[config.mk]
export PLATFORM = sky130hd
export DESIGN_NAME = vx_gbar_multi_unit
export DESIGN_NICKNAME = d
export VERILOG_FILES = /design/src/rtl/vx_gbar_multi_unit_pkg.sv /design/src/rtl/vx_gbar_multi_unit_queue.sv /design/src/rtl/vx_gbar_multi_unit.sv
export SDC_FILE = /design/constraint.sdc
export NUM_CORES = 1
export LEC_CHECK = 0
export ABC_CLOCK_PERIOD_IN_PS = 7810
export BUFFER_PORTS_ARGS = -buffer_cell sky130_fd_sc_hd__buf_2
export CAP_MARGIN = 20
export CORE_ASPECT_RATIO = 1.4
export CORE_UTILIZATION = 52
export DETAILED_ROUTE_END_ITERATION = 10
export PLACE_DENSITY_LB_ADDON = 0.05
export SLEW_MARGIN = 40
export SYNTH_ARGS = -nofsm -noshare
export SYNTH_HDL_FRONTEND = slang
export SYNTH_SLANG_ARGS = --single-unit
[constraint.sdc]
create_clock -name clk -period 7.81 [get_ports clk]
set_clock_uncertainty 0.05 [all_clocks]
set_input_delay 1.562 -clock clk [delete_from_list [all_inputs] [get_ports clk]]
set_output_delay 1.562 -clock clk [all_outputs]
set_load 0.03 [all_outputs]
[src/rtl/vx_gbar_multi_unit_pkg.sv]
// rtl/vx_gbar_multi_unit_pkg.sv - shared widths and per-barrier state record for the global barrier unit
package vx_gbar_multi_unit_pkg;

  localparam int GBAR_NUM_BARRIERS = 8;
  localparam int GBAR_NUM_CORES    = 16;
  localparam int GBAR_ID_W         = $clog2(GBAR_NUM_BARRIERS);
  localparam int GBAR_CID_W        = $clog2(GBAR_NUM_CORES);

  typedef struct packed {
    logic [GBAR_NUM_CORES-1:0] mask;
    logic [GBAR_CID_W:0]       count;
    logic [GBAR_CID_W-1:0]     size_m1;
  } gbar_state_t;

endpackage

[src/rtl/vx_gbar_multi_unit_queue.sv]
// rtl/vx_gbar_multi_unit_queue.sv - release FIFO; head is read straight from flops so the output is registered
module VX_fifo_queue #(
  parameter int DATAW = 3,
  parameter int DEPTH = 4
) (
  input  logic             clk_i,
  input  logic             reset_i,
  input  logic             push_i,
  input  logic             pop_i,
  input  logic [DATAW-1:0] data_i,
  output logic [DATAW-1:0] data_o,
  output logic             empty_o,
  output logic             full_o
);

  localparam int ADDRW = $clog2(DEPTH);

  logic [DATAW-1:0] mem_q [DEPTH];
  logic [ADDRW-1:0] rd_ptr_q, wr_ptr_q;
  logic [ADDRW:0]   count_q;
  logic             push_en, pop_en;

  assign empty_o = (count_q == '0);
  assign full_o  = (count_q == (ADDRW+1)'(DEPTH));
  assign push_en = push_i & ~full_o;
  assign pop_en  = pop_i & ~empty_o;
  assign data_o  = mem_q[rd_ptr_q];

  always_ff @(posedge clk_i) begin
    if (push_en) begin
      mem_q[wr_ptr_q] <= data_i;
    end
  end

  always_ff @(posedge clk_i) begin
    if (reset_i) begin
      rd_ptr_q <= '0;
      wr_ptr_q <= '0;
      count_q  <= '0;
    end else begin
      if (push_en) wr_ptr_q <= wr_ptr_q + 1'b1;
      if (pop_en)  rd_ptr_q <= rd_ptr_q + 1'b1;
      count_q <= count_q + (ADDRW+1)'(push_en) - (ADDRW+1)'(pop_en);
    end
  end

endmodule

[src/rtl/vx_gbar_multi_unit.sv]
// rtl/vx_gbar_multi_unit.sv - multi-barrier arrival tracker with duplicate detection and a backpressured release queue
module vx_gbar_multi_unit
  import vx_gbar_multi_unit_pkg::*;
#(
  parameter int    NUM_BARRIERS = GBAR_NUM_BARRIERS,
  parameter int    NUM_CORES    = GBAR_NUM_CORES,
  parameter int    RSP_DEPTH    = 4,
  parameter string INSTANCE_ID  = ""
) (
  input  logic                            clk,
  input  logic                            reset,
  input  logic                            req_valid,
  input  logic [$clog2(NUM_BARRIERS)-1:0] req_id,
  input  logic [$clog2(NUM_CORES)-1:0]    req_size_m1,
  input  logic [$clog2(NUM_CORES)-1:0]    req_core_id,
  output logic                            req_ready,
  output logic                            rsp_valid,
  output logic [$clog2(NUM_BARRIERS)-1:0] rsp_id,
  input  logic                            rsp_ready,
  output logic                            dup_err,
  output logic                            busy
);

  localparam int ID_W  = $clog2(NUM_BARRIERS);
  localparam int CID_W = $clog2(NUM_CORES);

  // The state record is sized from the package, so the core count must match it.
  if (NUM_CORES != GBAR_NUM_CORES) begin : g_bad_cores
    $error("NUM_CORES must equal GBAR_NUM_CORES");
  end

  gbar_state_t         state_q [NUM_BARRIERS];
  gbar_state_t         state_d [NUM_BARRIERS];
  gbar_state_t         cur, nxt;
  logic                dup_q, dup_d, busy_q;
  logic                fire, push, any_mask;
  logic                q_empty, q_full;
  logic [CID_W-1:0]    size_eff;

  assign fire      = req_valid & req_ready;
  assign req_ready = ~reset & ~q_full;
  assign cur       = state_q[req_id];
  assign size_eff  = (cur.mask == '0) ? req_size_m1 : cur.size_m1;

  always_comb begin
    state_d = state_q;
    dup_d   = 1'b0;
    push    = 1'b0;
    nxt     = cur;
    if (fire) begin
      if (cur.mask[req_core_id]) begin
        dup_d = 1'b1;
      end else begin
        nxt.mask[req_core_id] = 1'b1;
        nxt.count             = cur.count + 1'b1;
        nxt.size_m1           = size_eff;
        // Completing arrival re-arms the slot in the same cycle it is queued.
        if (nxt.count == {1'b0, size_eff} + (CID_W+1)'(1)) begin
          push      = 1'b1;
          nxt.mask  = '0;
          nxt.count = '0;
        end
        state_d[req_id] = nxt;
      end
    end
  end

  always_comb begin
    any_mask = 1'b0;
    for (int b = 0; b < NUM_BARRIERS; b++) begin
      any_mask = any_mask | (|state_q[b].mask);
    end
  end

  always_ff @(posedge clk) begin
    if (reset) begin
      for (int b = 0; b < NUM_BARRIERS; b++) begin
        state_q[b] <= '0;
      end
      dup_q  <= 1'b0;
      busy_q <= 1'b0;
    end else begin
      state_q <= state_d;
      dup_q   <= dup_d;
      busy_q  <= any_mask | ~q_empty;
    end
  end

  always_ff @(posedge clk) begin
    if (!reset && fire && cur.mask != '0 && !cur.mask[req_core_id]) begin
      assert (req_size_m1 == cur.size_m1)
        else $error("%s: size_m1 mismatch on barrier %0d", INSTANCE_ID, req_id);
    end
  end

  VX_fifo_queue #(
    .DATAW (ID_W),
    .DEPTH (RSP_DEPTH)
  ) rsp_queue (
    .clk_i   (clk),
    .reset_i (reset),
    .push_i  (push),
    .pop_i   (rsp_valid & rsp_ready),
    .data_i  (req_id),
    .data_o  (rsp_id),
    .empty_o (q_empty),
    .full_o  (q_full)
  );

  assign rsp_valid = ~q_empty;
  assign dup_err   = dup_q;
  assign busy      = busy_q;

endmodule
* After elaboration in Yosys (flattened, before gate mapping)
Memory sizes are Yosys's and may differ from the RTL's. A register that Yosys moved wholly into a read port is not among the register bits.
Index checks and enable logic that the tools add are counted.
** Cells by class
- Add/sub/neg operators :: 6
- Eq/ne operators :: 2
- Reduce and logical (&&, ||, !) cells :: 14
- Multiplexer cells :: 22
- Bitwise logic cells :: 20
- Order comparisons :: 4
** Operators by type and width (count)
- $bwmux W200 :: 1
- $reduce_or A16 Y1 :: 8
- $bmux W25 S3 :: 1
- $demux W25 S3 :: 1
- $mux W25 :: 3
- $mux W21 :: 3
- $logic_not A16 Y1 :: 1
- $or A16 B16 Y16 :: 1
- $mux W1 :: 8
- $or A1 B1 Y1 :: 8
- $add A4 B1 Y5 const B :: 1
- $add A5 B1 Y5 const B :: 1
- $and A1 B1 Y1 :: 5
- $eq A5 B5 Y1 :: 1
- $lt A4 B5 Y1 const B :: 1
- $not A1 Y1 :: 5
- $add A2 B1 Y2 const B :: 2
- $bmux W1 S4 :: 1
- $demux W1 S4 :: 1
- $ge A4 B1 Y1 const B :: 1
- $ge A4 B4 Y1 const B :: 1
- $lt A4 B1 Y1 const B :: 1
- $mux W2 :: 2
- $mux W4 :: 1
- other kinds (8) :: 9
** Word-level totals
- Output and inout bits :: 7
- Memories kept :: 1
- Bits in writable memories :: 12
- Bits of input ports :: 15
- Bits in registers :: 209
** Memories
- rsp_queue.mem_q :: depth 4, width 3, read ports 1, clocked after Yosys merged registers in 1, write ports 1, line vx_gbar_multi_unit_queue.sv:18 : logic [DATAW-1:0] mem_q [DEPTH];

* Depth between registers and ports, before layout
Gate-level depths: netlist of the first run.
- Depth in word-level cells :: 14
- Gate-level depth with buffers :: 24
- Gate-level depth less buffers :: 21

* By module
A second synthesis of the first run with hierarchy kept.
** Second synthesis, totals
- Cell total of the unflattened synthesis :: 948
- Area, all modules :: 10551.4 µm²
** Modules (own cells, without submodules)
- vx_gbar_multi_unit :: times used 1, area each 9644.2 µm², cells each 882
- VX_fifo_queue :: times used 1, area each 907.1 µm², cells each 66

* Worst setup path before layout of the first run
OpenSTA, ideal clock, no wires.
- Path kind :: input -> register
- Start point :: input req_id[0]
- End point :: register rsp_queue.count_q[2]
- Data required time :: 7.632 ns
- Buffers on the path :: 2
- Arrival :: 6.036 ns
- Cell stages on the path :: 23
- Slack :: 1.597 ns
- Cells stage by stage :: buf_2 > mux2_2 > o22ai_1 > a221o_1 > nand2_1 > or4_1 > nor2_1 > nand2_1 > o21ai_1 > ha_1 > xor2_1 > inv_2 > a221oi_1 > mux2i_1 > a211oi_4 > and3_1 > buf_2 > ha_1 > inv_1 > fa_1 > xor2_1 > xnor2_1 > nor2_1
** Between the ends
- Cells in the longest elaborated chain, start to end :: 14
- Elaborated cells on any way between the ends :: 17
- Those cells by class :: 4 x add/sub; 1 x eq/ne; 9 x mux; 2 x bitwise; 1 x reduce/logical
** Ends and longest elaborated chain
- from (decl) :: line vx_gbar_multi_unit.sv:13 : input logic [$clog2(NUM_BARRIERS)-1:0] req_id,
- $not A3 Y4 (not written as such) * :: line vx_gbar_multi_unit.sv:42 : assign cur = state_q[req_id];
- $bmux W25 S3 * :: line vx_gbar_multi_unit.sv:42
- $mux W25 (not written as such) * (2 in a row) :: line vx_gbar_multi_unit.sv:42
- $logic_not A16 Y1 :: line vx_gbar_multi_unit.sv:43 : assign size_eff = (cur.mask == '0) ? req_size_m1 : cur.size_m1;
- $mux W4 * :: line vx_gbar_multi_unit.sv:43
- net size_eff[1] :: line vx_gbar_multi_unit.sv:38 : logic [CID_W-1:0] size_eff;
- $add A4 B1 Y5 * :: line vx_gbar_multi_unit.sv:58 : if (nxt.count == {1'b0, size_eff} + (CID_W+1)'(1)) begin
- $eq A5 B5 Y1 * :: line vx_gbar_multi_unit.sv:58
- $mux W1 * :: line vx_gbar_multi_unit.sv:58
- $mux W1 * :: line vx_gbar_multi_unit.sv:51 : if (cur.mask[req_core_id]) begin
- $mux W1 * :: line vx_gbar_multi_unit.sv:50 : if (fire) begin
- $and A1 B1 Y1 * :: line vx_gbar_multi_unit_queue.sv:25 : assign push_en = push_i & ~full_o;
- net rsp_queue.push_en :: line vx_gbar_multi_unit_queue.sv:21 : logic push_en, pop_en;
- $add A3 B1 Y3 * :: line vx_gbar_multi_unit_queue.sv:43 : count_q <= count_q + (ADDRW+1)'(push_en) - (ADDRW+1)'(pop_en);
- $sub A3 B1 Y3 * :: line vx_gbar_multi_unit_queue.sv:43
- to (signal assigned) :: line vx_gbar_multi_unit_queue.sv:43
- to (decl) :: line vx_gbar_multi_unit_queue.sv:20 : logic [ADDRW:0] count_q;
The timed path passes the listed nets; every way through them passes the cells marked *. The select of a mux whose other input is x is not followed.
A chain may end at the register's enable or synchronous reset.

* Worst setup path after layout of the first run
- Start point :: input req_id[0]
- End point :: register rsp_queue.count_q[2]
** Between the ends
- Cells in the longest elaborated chain, start to end :: 14
- Elaborated cells on any way between the ends :: 17
- Those cells by class :: 4 x add/sub; 1 x eq/ne; 9 x mux; 2 x bitwise; 1 x reduce/logical
** Ends and longest elaborated chain (line)
- $not A3 Y4 (not written as such) * :: vx_gbar_multi_unit.sv:42
- $bmux W25 S3 * :: vx_gbar_multi_unit.sv:42
- $mux W25 (not written as such) * (2 in a row) :: vx_gbar_multi_unit.sv:42
- $logic_not A16 Y1 :: vx_gbar_multi_unit.sv:43
- $mux W4 * :: vx_gbar_multi_unit.sv:43
- net size_eff[1] :: vx_gbar_multi_unit.sv:38
- $add A4 B1 Y5 * :: vx_gbar_multi_unit.sv:58
- $eq A5 B5 Y1 * :: vx_gbar_multi_unit.sv:58
- $mux W1 * :: vx_gbar_multi_unit.sv:58
- $mux W1 * :: vx_gbar_multi_unit.sv:51
- $mux W1 * :: vx_gbar_multi_unit.sv:50
- $and A1 B1 Y1 * :: vx_gbar_multi_unit_queue.sv:25
- $add A3 B1 Y3 * :: vx_gbar_multi_unit_queue.sv:43
- $sub A3 B1 Y3 * :: vx_gbar_multi_unit_queue.sv:43
Marked as above.

==> reports/qor.csv, run 1 <==
stage,metric,value,unit
clock_tree,CTS tree,yes,
final_layout,number of diodes,0,
place,IO Port Bufs,21,
power,switching share of power,26.85,%
place,dpl cells,1167,
clock_tree,# Post-CTS Setup Buffers,0,
global_routing,total grt overflow,0,
sta,worst slew pin tran,903.9,ps
sta,final critical-path share of the clock period,89.58,%
sta,"Hold Vio Cnt, Final",0,
final_layout,"commonest non-fill, non-tap cell in the layout",dfxtp_1,
synthesis,Seq cells post-synth,223,
sta,Slew headroom,39.74,%
floorplanning,core box area,18530,sq um
worst_setup_path,cell mode on critical path,buf_4,
drt,routed vias/inst,6.868,
power,PD cells,234.0,nW/um^2
drt,final routed DRC violation total,0,
sta,hold slack final,429.0,ps
drt,Routed WL,33.69,mm
power,P_int,1.869,mW
power,Comb pwr share,12.4,%
place,DPL Wire Length,22.62,mm
place,placer congestion estimate,0.9787,
clock_tree,H-tree Lvls,1,
min_path,worst hold path class,reg2reg,
floorplanning,Die X,118.0,microns
power,clock share of power,41.1,%
synthesis,Syn Inst Count,940,
floorplanning,Die Area,19390,sq um
clock_tree,CTS sink cnt,223,
floorplanning,Top Ports,22,
power,Leak,4.196,nW
worst_setup_path,Worst Setup End Kind,flop,
worst_setup_path,slowest CP cell,buf_2,
drt,via count,8297,
worst_setup_path,Worst Path Buf+Inv,6,
clock_tree,CTS Hold Bufs,0,
drt,Initial DRC Count,722,
synthesis,sequential element share of the synthesized area,46.81,%
run_status,run status,"finished, final reports clean",
sta,unrepaired setup endpoints after global routing,no,
worst_setup_path,worst-path fanout max,31,
final_layout,share of cells above drive strength 1,16.39,%
power,P_sw,685.7,uW
floorplanning,FP Rows,59,
global_routing,pin count of the biggest net entering global routing,74,
sta,setup violators final,0,
synthesis,Yosys cell types,56,
drt,ANT nets after route,0,
clock_tree,CTS max path bufs,3,
clock_tree,worst-skew pair later-pin latency,530,ps
floorplanning,Die Y,164.4,microns
drt,drt wl/cell,27.89,microns
sta,Setup TNS Final,0,ps
worst_setup_path,critical path's largest stage delay,630,ps
clock_tree,clk slew on worst S/H paths,60,ps
run,Max Cap Viol,0,
worst_setup_path,crit-path leading delay family,buffers and inverters,
global_routing,vias in the first global route,8389,
worst_setup_path,critical path class,in2reg,
global_routing,initial antenna violation count,0,
sta,FMAX,142.9,MHz
synthesis,synthesized cell area,9793,sq um
power,Seq pwr share,46.5,%
worst_setup_path,FF-to-FF setup slack,2370,ps
worst_setup_path,CP Data Required Time,8160,ps
final_layout,most frequent cells in the layout,"dfxtp_1, a22o_1, mux2i_1, nor2_1, nand2_1",
final_layout,Non-Filler Instances,1208,
clock_tree,CTS resizes,0,
synthesis,synth warn,0,
final_layout,Final nets,973,
clock_tree,root buffer cell,clkbuf_16,
global_routing,global-route wire length before repair,50.98,mm
floorplanning,Initial Utilization,52.85,%
synthesis,Post-synth EDFFs,12,
synthesis,Synth Flop Type,dfxtp_1,
power,maximum VDD drop,0.2000,mV
clock_tree,TritonCTS Buffers,23,
synthesis,"FFs w/ async S/R, synth",0,%
synthesis,syn nets,964,
drt,DR pass1 iterations,5,
worst_setup_path,CP Data Arrival Time,7340,ps
global_routing,total track usage,34.94,%
sta,minimum clock period,6996,ps
final_layout,Synth-to-Final Area Change,11.47,%
sta,Max Slew Vio Count,0,
worst_setup_path,startpoint type of the worst setup path,input pin,
synthesis,"Avg Cell Area, Syn",10.42,sq um
area by class of cell:
cell class	instances	area [sq um]
multi-input cells	635	4900
inverters	9	33.78
fillers	1630	7612
repair buffers	57	387.9
flip-flops and latches	223	4584
clock inverters	9	80.08
clock buffers	31	625.6
well taps	244	305.3
final timing paths:
kind,startpoint,endpoint,cells past startpoint
worst max-delay path,req_id[0],rsp_queue.count_q[2],25
worst min-delay path,state_q[102],state_q[102],2
worst max register to register,state_q[68],rsp_queue.count_q[2],23
worst min register to register,state_q[102],state_q[102],2
synthesized netlist by cell type (all sizes together), types with 9 or more instances:
cell type | instances | area share [%]
nor3 | 9 | 0.51
a22o | 169 | 15
nor4 | 34 | 2.2
mux2i | 54 | 5.6
nand4 | 9 | 0.57
dfxtp | 211 | 43
mux4 | 11 | 2.5
nand2 | 48 | 1.8
nor2 | 51 | 2.0
inv | 9 | 0.35
nand3 | 10 | 0.51
o22ai | 17 | 1.1
edfxtp | 12 | 3.7
a221o | 15 | 1.5
o21ai | 28 | 1.4
mux2 | 35 | 4.0
a21oi | 52 | 2.7
nor2b | 10 | 0.64
clkbuf | 33 | 1.3
buf | 40 | 2.2
power by group through the flow:
stage / logic, mW / clock network [mW] / registers (mW)
finish: 0.318 / 1.05 / 1.19
CTS: 0.313 / 1.06 / 1.19
floorplan: 0.202 / 0 / 1.21
global route: 0.339 / 1.10 / 1.19
global placement: 0.307 / 0 / 1.21
detailed placement: 0.311 / 0 / 1.21
layer usage:
| metal | GRT usage [%] | wire (microns) | vias to the layer above |
|---|---|---|---|
| met5 | 0 | 0 | - |
| met4 | 26.17 | 2587 | 0 |
| met3 | 5.318 | 2070 | 153 |
| met2 | 60.91 | 16550 | 409 |
| met1 | 38.72 | 12490 | 4090 |
| li1 | - | - | 3645 |
metrics by stage:
| step | worst slack, ps | area [sq um] | total power [mW] | util (%) |
|---|---|---|---|---|
| floorplan | 1597 | 9793 | 1.416 | - |
| global placement | 580.1 | 10160 | 1.519 | 54.85 |
| detailed placement | 378.4 | 10180 | 1.523 | 54.96 |
| CTS | 894.3 | 10890 | 2.562 | 58.77 |
| global route | 438.7 | 10920 | 2.633 | 58.92 |
| finish | 813.7 | 10920 | 2.554 | 58.92 |
cells by family after synthesis:
kind of cell	count (synthesis)	share of synthesized area, %
xor gates and xnor gates	13	1.163
AOI/OAI and AO/OA	312	24.52
buffers and inverters	82	3.807
adders and majority gates	9	1.227
and+or+nand+nor	201	10.36
DFF	223	46.81
muxes	100	12.11
flip-flops by register name, summed over array words and instances, names as in the netlist, named ones only:
name,flops
state_q,200
rsp_queue.mem_q,12
rsp_queue.count_q,3
rsp_queue.rd_ptr_q,2
rsp_queue.wr_ptr_q,2
busy,1
dup_err,1
worst reg2reg max path: stages (launching register included):
cell and delay (ps):
dfxtp_1 340, mux2_2 280, o22ai_1 300, a221o_1 240
nand4_1 170, or4_1 490, nor2_1 320, nand2_1 90
o21ai_1 90, buf_4 200, ha_1 240, xor2_1 260
inv_2 70, a221oi_1 310, mux2i_1 170, a211oi_4 220
buf_4 220, and3_1 310, ha_1 190, inv_1 50
fa_1 370, xor2_1 160, xnor2_1 140, nor2_1 60
(Power assumes the default switching activity.)
==> inputs of run 2 (changes only) <==
- ABC_AREA: default -> 1
==> run 2 against run 1 <==
Net effect: register-to-register slack better by 1400 ps; clock power about the same; largest cell class unchanged; maximum frequency up 23%.
==> reports/qor.csv, run 2 <==
stage,metric,value,unit,change
power,switching share of power,30.06,%,was 26.85%
worst_setup_path,CP Data Arrival Time,6020,ps,was 7340 ps
floorplanning,Die Y,175.7,microns,was 164.4 microns
final_layout,FILL cells,2106,,"was 1,630"
global_routing,total grt overflow,0,,unchanged
worst_setup_path,critical path class,in2reg,,unchanged
final_layout,number of diodes,0,,unchanged
clock_tree,CTS Hold Bufs,0,,unchanged
final_layout,most frequent cells in the layout,"nand2_1, o21ai_0, dfxtp_1, inv_1, a21oi_1",,"was dfxtp_1, a22o_1, mux2i_1, nor2_1, nand2_1"
worst_setup_path,CP Data Required Time,8120,ps,was 8160 ps
floorplanning,Initial Utilization,53.05,%,was 52.85%
sta,unrepaired setup endpoints after global routing,no,,unchanged
final_layout,max FFs per register,200,,unchanged
power,P_sw,845.8,uW,was 685.7 uW
sta,"Hold Vio Cnt, Final",0,,unchanged
sta,Setup TNS Final,0,ps,unchanged
power,PD cells,235.0,nW/um^2,was 234.0 nW/um^2
min_path,worst hold path class,reg2reg,,unchanged
clock_tree,CTS tree,yes,,unchanged
run_status,run status,"finished, final reports clean",,unchanged
synthesis,leading area contributor after synthesis,dfxtp_1,,unchanged
synthesis,"Avg Cell Area, Syn",7.481,sq um,was 10.42 sq um
synthesis,largest cells by area after synthesis,"dfxtp_1, o21ai_0, nand2_1",,"was dfxtp_1, a22o_1, mux2i_1"
final_layout,Reg with most FFs,state_q,,unchanged
clock_tree,TritonCTS Buffers,22,,was 23
sta,Slew headroom,42.01,%,was 39.74%
synthesis,Synth top area share,37.69,%,was 43.13%
synthesis,syn nets,1522,,was 964
place,IO Port Bufs,21,,unchanged
sta,final critical-path share of the clock period,73.12,%,was 89.58%
drt,Initial DRC Count,758,,was 722
run,Max Cap Viol,0,,unchanged
synthesis,synth warn,0,,unchanged
final_layout,Final nets,1494,,was 973
final_layout,share of cells above drive strength 1,13.60,%,was 16.39%
synthesis,most numerous cell in the Yosys netlist,nand2_1,,was dfxtp_1
drt,Routed WL,30.42,mm,was 33.69 mm
synthesis,Syn Inst Count,1498,,was 940
place,"worst slack, placed",1688,ps,was 378.4 ps
clock_tree,worst-skew pair later-pin latency,510,ps,was 530 ps
final_layout,Top Registers,"state_q x200, rsp_queue.mem_q x12, rsp_queue.count_q x3",,unchanged
floorplanning,core box area,21130,sq um,"was 18,530 sq um"
power,Comb pwr share,18.3,%,was 12.4%
floorplanning,Die Area,22150,sq um,"was 19,390 sq um"
final_layout,"commonest non-fill, non-tap cell in the layout",nand2_1,,was dfxtp_1
synthesis,Yosys cell types,42,,was 56
synthesis,Synth Flop Type,dfxtp_1,,unchanged
sta,minimum clock period,5711,ps,was 6996 ps
final_layout,fin area,11980,sq um,"was 10,920 sq um"
final_layout,Final Util,56.69,%,was 58.92%
global_routing,vias in the first global route,9171,,"was 8,389"
floorplanning,FP Rows,63,,was 59
drt,DR pass1 iterations,5,,unchanged
power,maximum VDD drop,0.1609,mV,was 0.2000 mV
worst_setup_path,worst-path fanout max,53,,was 31
synthesis,Post-synth EDFFs,12,,unchanged
sta,setup violators final,0,,unchanged
synthesis,Seq cells post-synth,223,,unchanged
sta,Final WS setup,2099,ps,was 813.7 ps
clock_tree,CTS resizes,0,,unchanged
drt,ANT nets after route,0,,unchanged
synthesis,"FFs w/ async S/R, synth",0,%,unchanged
global_routing,total track usage,27.62,%,was 34.94%
global_routing,pin count of the biggest net entering global routing,134,,was 74
clock_tree,clk slew on worst S/H paths,60,ps,about the same
synthesis,Commonest cells post-synth,"nand2_1, o21ai_0, dfxtp_1",,"was dfxtp_1, a22o_1, mux2i_1"
worst_setup_path,startpoint type of the worst setup path,input pin,,unchanged
drt,drt wl/cell,17.43,microns,was 27.89 microns
drt,via count,9676,,"was 8,297"
floorplanning,Top Ports,22,,unchanged
place,DPL Wire Length,19.98,mm,was 22.62 mm
power,Seq pwr share,43.6,%,was 46.5%
sta,Max Slew Vio Count,0,,unchanged
synthesis,sequential element share of the synthesized area,40.91,%,was 46.81%
global_routing,initial antenna violation count,0,,unchanged
floorplanning,Die X,126.1,microns,was 118.0 microns
place,placer congestion estimate,0.8583,,was 0.9787
power,clock share of power,38.1,%,was 41.1%
power,P_int,1.968,mW,was 1.869 mW
worst_setup_path,Worst Setup End Kind,flop,,unchanged
sta,FMAX,175.1,MHz,was 142.9 MHz
power,Leak,4.853,nW,was 4.196 nW
clock_tree,CTS max path bufs,3,,unchanged
synthesis,synthesized cell area,11210,sq um,was 9793 sq um
drt,routed vias/inst,5.545,,was 6.868
drt,final routed DRC violation total,0,,unchanged
place,Placed Area,11250,sq um,"was 10,180 sq um"
global_routing,global-route wire length before repair,48.32,mm,was 50.98 mm
clock_tree,CTS sink cnt,223,,unchanged
final_layout,Synth-to-Final Area Change,6.855,%,was 11.47%
sta,worst slew pin tran,869.8,ps,was 903.9 ps
clock_tree,# Post-CTS Setup Buffers,0,,unchanged
clock_tree,root buffer cell,clkbuf_16,,unchanged
clock_tree,H-tree Lvls,1,,unchanged
-- run 2: cell types whose count changed after synthesis, sizes merged, moves of 15 or more --
cell	delta
mux2	-35
o21ai	+216
a21oi	+169
mux2i	-54
nor2	+22
nand2	+249
inv	+181
a221o	-15
nand3	+54
a22o	-169
-- run 2: metal layers --
metal / up-vias / part of all wire, % / GRT usage, %
li1: 4915 / - / -
met1: 4468 / 41 / 32.62
met2: 221 / 50 / 48.99
met3: 72 / 4.5 / 3.625
met4: 0 / 4.7 / 13.65
met5: - / 0 / 0
-- run 2: cell type report --
cell class	count	area [sq um]	area share, %
clock buffers	35	680.7	5.684
clock inverters	4	48.80	0.4075
inverters	191	723.2	6.039
multi-input cells	999	5411	45.19
flip-flops and latches	223	4584	38.28
well taps	260	325.3	2.717
repair buffers	33	201.4	1.682
-- run 2: cells by family after synthesis --
kind of cell / Yosys count / synth area share, %
flops: 223 / 40.91
compound gates: 491 / 25.10
fa+ha+maj: 9 / 1.072
xor+xnor: 3 / 0.2345
buf+inv: 276 / 10.85
simple gates: 496 / 21.84
-- run 2: critical path, cell delays in order --
cell and delay, ps:
buf_4 430, buf_4 550, nand2_1 120, nand3_1 110
nand2_1 60, nor2_1 200, nand2_1 100, nor2_2 130
nand2_4 130, nor2_8 180, nand2_1 80, nand2_1 300
ha_1 310, xnor2_1 130, nand2_1 70, nor2_1 80
nand2_1 70, nor2_2 210, nand2_4 490, nand2_1 470
a21oi_1 130
-- run 2: final timing paths --
path | endpoint | slack (ps) | cells after the start | start
max | state_q[33] | 2100 | 21 | req_id[0]
min | state_q[50] | 400 | 2 | state_q[50]
max reg2reg | state_q[33] | 3760 | 19 | state_q[186]
min reg2reg | state_q[50] | 400 | 2 | state_q[50]
-- run 2: through the flow --
stage	power [mW]	hold WS (ps)	std cells
6_report	2.814	404.5	1745
3_3_place_gp	1.760	391.9	1706
5_1_grt	2.938	424.9	1745
3_5_place_dp	1.766	396.4	1706
2_1_floorplan	1.648	379.2	1498
4_1_cts	2.837	405.8	1745
-- run 2: power by group through the flow --
stage	Sequential [mW]	Clock [mW]	Combinational [mW]
after floorplan	1.25	0	0.403
after global placement	1.25	0	0.509
after detailed placement	1.25	0	0.513
after CTS	1.23	1.09	0.515
after global routing	1.23	1.14	0.565
final	1.23	1.07	0.514
